### config.mk
export PLATFORM = sky130hd
export DESIGN_NAME = pipe_ctrl
export DESIGN_NICKNAME = d
export VERILOG_FILES = /design/src/rtl/pipe_ctrl.sv
export SDC_FILE = /design/constraint.sdc
export NUM_CORES = 1
export LEC_CHECK = 0
export BUFFER_PORTS_ARGS = -buffer_cell sky130_fd_sc_hd__buf_2
export CORE_AREA = 2 2 39 41
export DETAILED_ROUTE_END_ITERATION = 16
export DIE_AREA = 0 0 41 43
export GPL_TIMING_DRIVEN = 0
export HOLD_SLACK_MARGIN = 0.05
export PLACE_DENSITY_LB_ADDON = 0.08
export SLEW_MARGIN = 10
export SYNTH_ARGS = -nofsm -noshare
export SYNTH_HDL_FRONTEND = slang
export SYNTH_SLANG_ARGS = --single-unit
### constraint.sdc
create_clock -name clk -period 1.8 [get_ports clk]
set_input_delay 0.18 -clock clk [delete_from_list [all_inputs] [get_ports clk]]
set_output_delay 0.18 -clock clk [all_outputs]
set_load 0.1 [all_outputs]
### src/rtl/pipe_ctrl.sv
// pipe_ctrl: 5-stage pipeline stall/flush/halt controller with branch bubble sequencing.
// Optional PIPE_STALL_CNT_EN adds a saturating 16-bit stall cycle counter output.
module pipe_ctrl #(
  parameter int REG_AW   = 5,
  parameter int BR_EXTRA = 1
) (
  input  logic              clk,
  input  logic              rst_n,
  input  logic [REG_AW-1:0] id_rs1,
  input  logic [REG_AW-1:0] id_rs2,
  input  logic [REG_AW-1:0] exe_rd,
  input  logic              exe_is_load,
  input  logic              br_taken,
  input  logic              mem_req,
  input  logic              mem_ready,
  input  logic              halt_req,
  input  logic              resume,
  output logic              if_en,
  output logic              id_en,
  output logic              exe_en,
  output logic              mem_en,
  output logic              wb_en,
  output logic              id_flush,
  output logic              exe_flush,
  output logic              pc_load,
  output logic              halted
`ifdef PIPE_STALL_CNT_EN
  ,
  output logic [15:0]       stall_cnt
`endif
);
  typedef enum logic [1:0] {RUN, MEM_WAIT, FLUSH, HALT} state_t;
  state_t state_q, state_d;
  logic [1:0] cnt_q, cnt_d;
  logic run_en, fe_stall, id_fl, ex_fl, pcl, load_use, mem_stall;
  always_comb begin
    load_use  = exe_is_load && (exe_rd != '0) && (exe_rd == id_rs1 || exe_rd == id_rs2);
    mem_stall = (state_q == MEM_WAIT) ? !mem_ready : (mem_req && !mem_ready);
    state_d   = state_q;
    cnt_d     = cnt_q;
    run_en    = 1'b0;
    fe_stall  = 1'b0;
    id_fl     = 1'b0;
    ex_fl     = 1'b0;
    pcl       = 1'b0;
    if (halt_req) begin
      state_d = HALT;
      cnt_d   = 2'd0;
    end else if (state_q == HALT) begin
      state_d = resume ? RUN : HALT;
    end else if (state_q == FLUSH) begin
      // a memory stall freezes the bubble sequence in place
      if (!mem_stall) begin
        run_en  = 1'b1;
        id_fl   = 1'b1;
        state_d = (cnt_q <= 2'd1) ? RUN : FLUSH;
        cnt_d   = (cnt_q <= 2'd1) ? 2'd0 : cnt_q - 2'd1;
      end
    end else if (mem_stall) begin
      state_d = MEM_WAIT;
    end else begin
      run_en   = 1'b1;
      pcl      = br_taken;
      id_fl    = br_taken;
      ex_fl    = br_taken || load_use;
      fe_stall = !br_taken && load_use;
      state_d  = (br_taken && BR_EXTRA > 0) ? FLUSH : RUN;
      cnt_d    = (br_taken && BR_EXTRA > 0) ? 2'(BR_EXTRA) : 2'd0;
    end
  end
  always_ff @(posedge clk or negedge rst_n) begin
    if (!rst_n) begin
      state_q <= RUN;
      cnt_q   <= 2'd0;
    end else begin
      state_q <= state_d;
      cnt_q   <= cnt_d;
    end
  end
  // rst_n gates the outputs so reset forces them low without waiting for a clock
  assign if_en     = rst_n && run_en && !fe_stall;
  assign id_en     = rst_n && run_en && !fe_stall;
  assign exe_en    = rst_n && run_en;
  assign mem_en    = rst_n && run_en;
  assign wb_en     = rst_n && run_en;
  assign id_flush  = rst_n && id_fl;
  assign exe_flush = rst_n && ex_fl;
  assign pc_load   = rst_n && pcl;
  assign halted    = rst_n && (halt_req || state_q == HALT);
`ifdef PIPE_STALL_CNT_EN
  logic [15:0] stall_q, stall_d;
  always_comb
    stall_d = (!if_en && state_q != HALT && stall_q != 16'hFFFF) ? stall_q + 16'd1 : stall_q;
  always_ff @(posedge clk or negedge rst_n) begin
    if (!rst_n) stall_q <= 16'd0;
    else        stall_q <= stall_d;
  end
  assign stall_cnt = stall_q;
`endif
endmodule
Word-level counts from Yosys, hierarchy flattened
Index checks and enable logic that the tools add are counted.

Flip-flop bits (word level): 4. Input port bits: 23. Output and inout port bits: 9. Logic and storage cells: 64.

Add/sub/neg operators: 1. $lt $le $gt $ge: 1. Equal/unequal tests: 8. Multiplexer cells: 34. Reduce and logical (&&, ||, !) cells: 18.

Operator list (number): $mux 2 (14); $mux 1 (20); $eq 5x5->1 (2); $logic_and 1x1->1 (10); $reduce_bool 5->1 (1); $eq 2x2->1 const B (2); $ne 2x2->1 const B (2); $ne 4x4->1 const B (1); $logic_not 1->1 (3); $logic_or 1x1->1 (3); $eq 2x1->1 const B (1); $le 2x1->1 const B (1); $reduce_and 2->1 (1); $sub 2x1->2 const B (1).

Depth between registers and ports, before layout
Gate-level depths: netlist of run 1.

Word-level depth: 10. Depth in mapped cells: 5. Depth with buffers taken out: 4.

Worst setup path after synthesis of run 1
OpenSTA, ideal clock, no wires.

Path type: flip-flop to output port. Start point: register state_q[1]. End point: output if_en. Arrival: 3123 ps. Required time: 1620 ps. Setup slack: -1503 ps. Stages on the path, launching flop included: 6. Buffers on the path: 1. Path through: dfrtp_1 -> nand2b_1 -> a21oi_1 -> nand3b_1 -> a31oi_1 -> buf_4.

Longest elaborated chain between the ends: 8. Elaborated cells on any way between the ends: 14. Classes of those cells: eq/ne: 3; mux: 8; reduce/logical: 3.

RTL lines: start: declaration (RTL line 33) `state_t state_q, state_d;`; start signal: assignment (RTL line 76) `state_q <= state_d;`; $eq 2x1->1 (RTL line 38) `mem_stall = (state_q == MEM_WAIT) ? !mem_ready : (mem_req && !mem_ready);`; $mux 1 (RTL line 38); $mux 1 (RTL line 59) `end else if (mem_stall) begin`; $mux 1 (RTL line 51) `end else if (state_q == FLUSH) begin`; $mux 1 (RTL line 49) `end else if (state_q == HALT) begin`; $mux 1 (RTL line 46) `if (halt_req) begin`; $logic_not 1->1; $logic_and 1x1->1 (*); end: declaration (RTL line 18) `output logic if_en,`.

Mark *: on every way between the ends. The rest lies on a longest branch, timed or not.

Worst setup path after layout of run 1
Start point: register state_q[1]. End point: output if_en.

Longest elaborated chain between the ends: 8. Elaborated cells on any way between the ends: 14. Classes of those cells: eq/ne: 3; mux: 8; reduce/logical: 3.

RTL lines: $eq 2x1->1 (RTL line 38); $mux 1 (RTL line 38); $mux 1 (RTL line 59); $mux 1 (RTL line 51); $mux 1 (RTL line 49); $mux 1 (RTL line 46); $logic_not 1->1 (RTL line 81) `assign if_en = rst_n && run_en && !fe_stall;`; $logic_and 1x1->1 (*) (RTL line 81).

Marks and branches as above.

==> results by group, run 1 <==
Logic synthesis
  – Post-synth EDFFs: 0
  – Synth warn: 0
  – Ys async rst share: 100.0%
  – Ys flop type: dfrtp_1
  – Post-synthesis sequential area ratio: 23.32%
  – Mapped Cells: 54
  – Syn avg cell area: 7.947 um2
  – Net Count, Synth: 77
  – Post-synthesis cell type count: 23
  – Yosys reg bits: 4
  – Synth Cell Area: 429.2 um2

Route
  – First-pass detailed-route iteration total: 2
  – Number of vias per cell: 4.676
  – Drt wl/cell: 11.41 um
  – Routed WL: 1266 um
  – DRT iter0 DRCs: 1
  – DRC viols: 0
  – Detail Route Antenna Nets: 0
  – Via count: 519

Setup path
  – Req. time, crit path: 1.62 ns
  – Most frequent CP cell: buf_12
  – Element type at the critical path end: output port
  – Cells on worst reg2reg path: 4
  – CP arrival: 1.67 ns
  – Reg-to-Reg Start: state_q[0]
  – WS Path Type: reg2out
  – Delay-heaviest family, CP: flip-flops
  – Slowest CP cell: dfrtp_2
  – R2R Setup Slk: 0.55 ns
  – Crit-path max FO: 3
  – Critical-path cell list: nand2b_4, a21oi_4, nand3b_1, a31oi_4, buf_12, buf_12
  – Buffers plus inverters on the worst setup path: 2
  – Worst r2r dst: state_q[1]
  – Startpoint Class: flip-flop
  – CP peak stage delay: 0.40 ns

Global routing
  – GR peak layer: met2
  – First-pass GRT wire length: 2090 um
  – Vias in the first global route: 531
  – Initial antenna violation count: 0
  – Grt ovf: 0
  – Gr usage total: 17.00%
  – Grt met3 use: 6.283%
  – Met1 usage in global routing: 21.36%
  – Pin count of the biggest net entering global routing: 9
  – Met2 Track Usage GR: 27.50%

Floorplan
  – Die width: 41 um
  – Top-level I/O count: 32
  – Initial Utilization: 31.01%
  – Core Region: 1384 um2
  – DIE AREA: 1763 um2
  – # rows: 14
  – Die Y: 43 um

Clock network
  – H-Tree Depth: 1
  – Num CTS Buffers: 3
  – Clock Latency Late Sink: 0.23 ns
  – Clock Tree Root: clkbuf_4
  – Clock Sinks: 4
  – Clock-pin slew on the worst setup and hold paths: 0.04 ns
  – Max Root-Sink Buffers: 2
  – CTS tree: done

Finish
  – Reg area: 102.6 um2
  – Syn-to-layout area delta: 104.7%
  – Diode count: 0
  – Fillcell total: 125
  – Area of the multi-input gates: 375.4 um2
  – Layout cells sized above 1: 57.89%
  – # nets final: 120

Timing
  – RSZ-0062 raised after global routing: yes
  – Worst slew margin: 67.82%
  – Hold slack final: 0.2317 ns
  – Setup violators final: 2
  – Fin crit period: 1.850 ns
  – Clock skew: 0.002814 ns
  – Max Fclk: 0.5406 GHz
  – Hold Fails Final Rpt: 0
  – Period utilization: 102.8%
  – Final Max Slew Viols: 0
  – Worst slew pin tran: 0.4860 ns
  – Setup ws final: -0.04969 ns

Outcome
  – Failing checks: negative setup slack
  – Status: finished, violations left

Hold path
  – Endpoint, Worst Hold: cnt_q[0]
  – Worst hold path cell count: 2
  – HP Class: in2reg
  – Worst hold path startpoint: halt_req

Pwr
  – Pwr dens: 554.4 nW/um2
  – Leak: 0.3801 nW
  – Peak supply drop: 0.3184 mV

Placed design
  – Routability congestion estimate: 0.7567
  – IO Port Bufs: 31
  – Worst slack, placed: -0.1989 ns

Flow run
  – Max-Cap Viols: 0
[cells in the mapped netlist (all sizes together) (2+ instances only)]
cell type,number,area [um2]
a21oi,4,20.02
a31oi,2,12.51
buf,3,22.52
dfrtp,4,100.1
nand2,6,22.52
nand2b,3,18.77
nand3,2,10.01
nor2,3,11.26
nor2b,4,25.02
xnor2,10,87.58
[worst max path at each step]
stage                           from     to  slack, ns  cells past startpoint
after floorplan           state_q[1]  if_en      -0.28                      5
after global placement    state_q[1]  if_en      -0.20                      6
after detailed placement  state_q[1]  if_en      -0.20                      6
after CTS                 state_q[1]  if_en      -0.11                      6
after global routing      state_q[1]  if_en      -0.13                      6
final                     state_q[1]  if_en      -0.05                      6
[cells in the final DEF (no fill, tap or decap), types with 2 or more instances in the layout]
master | Yosys | final
a21oi_1 | 4 | 3
buf_12 | 0 | 6
buf_2 | 0 | 23
buf_4 | 3 | 6
buf_6 | 0 | 4
clkbuf_4 | 0 | 3
dfrtp_1 | 4 | 2
dfrtp_2 | 0 | 2
nand2_1 | 6 | 6
nand2b_1 | 3 | 2
nand3_1 | 2 | 2
nor2b_1 | 4 | 3
xnor2_1 | 10 | 10
[flip-flops by register name, summed over array words and instances (netlist names)]
name / cells
cnt_q: 2
state_q: 2
[metal layers]
layer | vias to the layer above | routed length, um
met5 | - | 0
met2 | 16 | 647
met4 | 0 | 0
met1 | 225 | 561
li1 | 278 | -
met3 | 0 | 57
[per-stage QoR]
stage          util [%]  TNS (ns)  power [mW]  instances  area [um2]
6_report          63.47  -0.06984      0.4870        111       878.3
5_1_grt           63.47   -0.4133      0.5227        111       878.3
4_1_cts           58.50   -0.2983      0.4705        107       809.5
3_5_place_dp      49.01   -0.7317      0.3249        101       678.2
3_3_place_gp      49.01   -0.7533      0.3248        101       678.2
2_1_floorplan         -   -0.7847      0.2700         54       503.0
[kinds of logic after synthesis]
family	synth area share [%]
AND/OR/NAND/NOR	29.45
buffers and inverters	6.121
AO/OA/AOI/OAI	20.70
flip-flops	23.32
XOR/XNOR	20.41
[power breakdown]
part,internal [mW],total (mW),switching (mW)
logic,0.118,0.269,0.151
registers,0.0998,0.110,0.00992
clock network,0.0744,0.108,0.0335
total,0.292,0.487,0.195
[timing repair]
item                                   CTS  global route
hold buffers                             1             0
endpoints found under the hold margin    4             0
pin swaps                                2             6
resized for setup                       24             9
setup buffers                            2             4
setup endpoints to repair                8             8
[cell type report]
class,instances,share of cell area [%]
Sequential cell,4,11.68
Clock buffer,3,2.564
Tap cell,16,2.279
Multi-Input combinational cell,46,42.74
Timing Repair Buffer,38,35.04
Buffer,3,4.843
Inverter,1,0.8547
Note: power is estimated with default switching activity, not from simulation.
==> inputs of run 2 (changes only) <==
--- a/config.mk
+++ b/config.mk
@@ -5,10 +5,11 @@
 export SDC_FILE = /design/constraint.sdc
 export NUM_CORES = 1
 export LEC_CHECK = 0
+export ABC_AREA = 1
 export BUFFER_PORTS_ARGS = -buffer_cell sky130_fd_sc_hd__buf_2
-export CORE_AREA = 2 2 39 41
+export CORE_MARGIN = 2
+export CORE_UTILIZATION = 41
 export DETAILED_ROUTE_END_ITERATION = 16
-export DIE_AREA = 0 0 41 43
 export GPL_TIMING_DRIVEN = 0
 export HOLD_SLACK_MARGIN = 0.05
 export PLACE_DENSITY_LB_ADDON = 0.08
==> run 2 against run 1 <==
The run now ends clean; critical endpoint unchanged; sequential power fell by 6%; total power fell by 8.8%; via count rose by 25%; register-to-register slack improved by 0.17 ns.
==> results by group, run 2 <==
Timing
  – Final Max Slew Viols: 0 (unchanged)
  – RSZ-0062 raised after global routing: yes
  – Setup TNS: 0 ns (+0.06984 ns)
  – Setup violators final: 0 (-2)
  – Hold Fails Final Rpt: 0 (unchanged)
  – Hold slack final: 0.2776 ns (+0.04592 ns)
  – Setup ws final: 0.06023 ns (+0.1099 ns)
  – Max Fclk: 0.5748 GHz (+6.3%)
  – Period utilization: 96.65% (-6.1 points)
  – Fin crit period: 1.740 ns (-0.1099 ns)
  – Worst slew pin tran: 0.4840 ns (-0.002083 ns)
  – Worst slew margin: 67.96% (+0.14 points)
  – Clock skew: 0.002766 ns (-0.00004746 ns)

Floorplan
  – Initial Utilization: 42.66% (+12 points)
  – Die Y: 40.10 um (-6.7%)
  – Top-level I/O count: 32 (unchanged)
  – Core Region: 1252 um2 (-9.5%)
  – # rows: 13 (-1)
  – Die width: 40.10 um (-2.2%)
  – DIE AREA: 1608 um2 (-8.8%)

Outcome
  – Status: completed

Placed design
  – Area after DPL: 723.2 um2 (+6.6%)
  – DPL Wire Length: 996 um
  – Routability congestion estimate: 0.6678 (-12%)
  – Worst slack, placed: 0.005171 ns (+0.2040 ns)
  – IO Port Bufs: 31 (unchanged)

Flow run
  – Max-Cap Viols: 0 (unchanged)

Setup path
  – Req. time, crit path: 1.62 ns (about the same)
  – R2R Setup Slk: 0.72 ns (+0.17 ns)
  – Worst r2r dst: cnt_q[0]
  – Worst Setup SP: state_q[1]
  – CP peak stage delay: 0.39 ns (about the same)
  – CP arrival: 1.56 ns (-0.11 ns)
  – Startpoint Class: flip-flop
  – Slowest CP cell: dfrtp_1
  – WS Path Type: reg2out
  – Most frequent CP cell: nand2_2
  – Critical-path cell list: inv_2, nand2_1, nand2_2, nand2_4, nand3_4, inv_4, nand2_2, clkinvlp_4, buf_4, buf_12
  – Reg-to-Reg Start: state_q[0]
  – Crit-path max FO: 6 (+3)
  – Cells on worst reg2reg path: 4 (unchanged)
  – Element type at the critical path end: output port

Finish
  – Commonest cells after routing, fill and taps aside: nand2_1 (28), buf_2 (23), inv_1 (18)
  – Finished Cell Area: 830.8 um2 (-5.4%)
  – Diode count: 0 (unchanged)
  – Largest regs: cnt_q: 2 flops, state_q: 2 flops
  – # nets final: 159 (+33%)
  – Syn-to-layout area delta: 55.50%
  – Commonest non-fill, non-tap cell in the layout: nand2_1
  – Layout cells sized above 1: 44.03% (-14 points)
  – Fillcell total: 119 (-4.8%)

Global routing
  – Gr usage total: 17.01% (about the same)
  – Grt ovf: 0 (unchanged)
  – First-pass GRT wire length: 1925 um (-7.9%)
  – Initial antenna violation count: 0 (unchanged)
  – Pin count of the biggest net entering global routing: 8 (-1)
  – Vias in the first global route: 517 (-2.6%)

Logic synthesis
  – Yosys reg bits: 4 (unchanged)
  – Ranking of synthesized cells by area: nand2_1 (21%), dfrtp_1 (19%), inv_1 (13%)
  – Ys async rst share: 100.0% (unchanged)
  – Syn avg cell area: 5.452 um2 (-31%)
  – Most common cell in the netlist: nand2_1
  – Yosys top cell area share: 21.08% (-2.2 points)
  – Post-synth EDFFs: 0 (unchanged)
  – Post-synthesis cell type count: 19 (-17%)
  – Synth top cells by count: nand2_1 (30), inv_1 (19), nor2_1 (11), inv_2 (8), nand3_1 (5)
  – Leading area contributor after synthesis: nand2_1
  – Synth warn: 0 (unchanged)
  – Ys flop type: dfrtp_1
  – Post-synthesis sequential area ratio: 18.74% (-4.6 points)
  – Mapped Cells: 98 (+81%)
  – Synth Cell Area: 534.3 um2 (+24%)
  – Net Count, Synth: 121 (+57%)

Route
  – Drt wl/cell: 7.879 um (-31%)
  – DRT iter0 DRCs: 10 (+9)
  – DRC viols: 0 (unchanged)
  – Number of vias per cell: 4.362 (-6.7%)
  – Via count: 650 (+25%)
  – First-pass detailed-route iteration total: 5 (+3)
  – Routed WL: 1174 um (-7.3%)
  – Detail Route Antenna Nets: 0 (unchanged)

Hold path
  – HP Class: in2reg
  – Worst hold path cell count: 3 (+1)
  – Worst hold path startpoint: br_taken
  – Endpoint, Worst Hold: state_q[1]

Pwr
  – Peak supply drop: 0.3424 mV (+7.5%)
  – Leak: 0.4915 nW (+29%)
  – Pwr dens: 534.5 nW/um2 (-3.6%)

Clock network
  – Num CTS Buffers: 3 (unchanged)
  – H-Tree Depth: 1 (unchanged)
  – CTS tree: done
  – Clock Sinks: 4 (unchanged)
  – Clock Latency Late Sink: 0.23 ns (about the same)
  – Clock Tree Root: clkbuf_4
  – Max Root-Sink Buffers: 2 (unchanged)
  – Clock-pin slew on the worst setup and hold paths: 0.03 ns (about the same)
==> run 2: layout make-up <==
cell class	instances	area [um2]	area share (%)
well taps	15	18.77	2.259
clock buffers	3	22.52	2.711
flip-flops and latches	4	100.1	12.05
repair buffers	33	212.7	25.60
plain buffers	3	22.52	2.711
inverters	27	107.6	12.95
multi-input cells	64	346.6	41.72
==> run 2: how the worst max path moves through the flow <==
stage	endpoint	slack (ns)	depth (start not counted)
final	if_en	0.06	10
after global routing	if_en	-0.05	10
after CTS	if_en	-0.02	10
after detailed placement	if_en	0.005	9
after global placement	if_en	0.004	9
after floorplan	if_en	-0.32	8
==> run 2: where the power goes <==
group | internal [mW] | switching, mW | total, mW | leakage (nW)
logic | 0.0760 | 0.162 | 0.238 | 0.429
clock network | 0.0740 | 0.0291 | 0.103 | 0.0138
registers | 0.0970 | 0.00590 | 0.103 | 0.0491
==> run 2: routing by layer <==
metal  part of all wire (%)  wire length [um]  GRT usage [%]  up-vias
met5                      0                 0              0        -
li1                       -                 -              -      365
met3                    5.1                60          1.667        0
met4                      0                 0          2.586        0
met1                     48               569          25.00      268
met2                     46               544          27.02       17
==> run 2: timing repair <==
action,4_1_cts,5_1_grt
pin swaps,0,1
setup endpoints to repair,7,4
endpoints found under the hold margin,4,0
setup buffers,0,1
resized for setup,12,8
hold buffers,1,0
==> run 2: through the flow <==
stage	power (mW)	instances	util [%]
floorplan	0.2643	98	-
global placement	0.3163	144	57.74
detailed placement	0.3190	144	57.74
CTS	0.4430	148	63.64
global route	0.4831	149	66.33
finish	0.4440	149	66.33
==> run 2: cell families (layout without fill, tap and decap cells) <==
kind of cell | count (synthesis) | count (layout) | synth area share (%)
AO/OA/AOI/OAI | 8 | 8 | 9.836
AND/OR/NAND/NOR | 54 | 54 | 44.97
flip-flops | 4 | 4 | 18.74
buffers and inverters | 30 | 66 | 23.19
XOR/XNOR | 2 | 2 | 3.279
==> run 2: critical path: cells and delay by family, from the launching register on <==
kind / cells / cell delay (ns)
buffers and inverters: 5 / 0.54
flip-flops: 1 / 0.39
AND/OR/NAND/NOR: 5 / 0.41
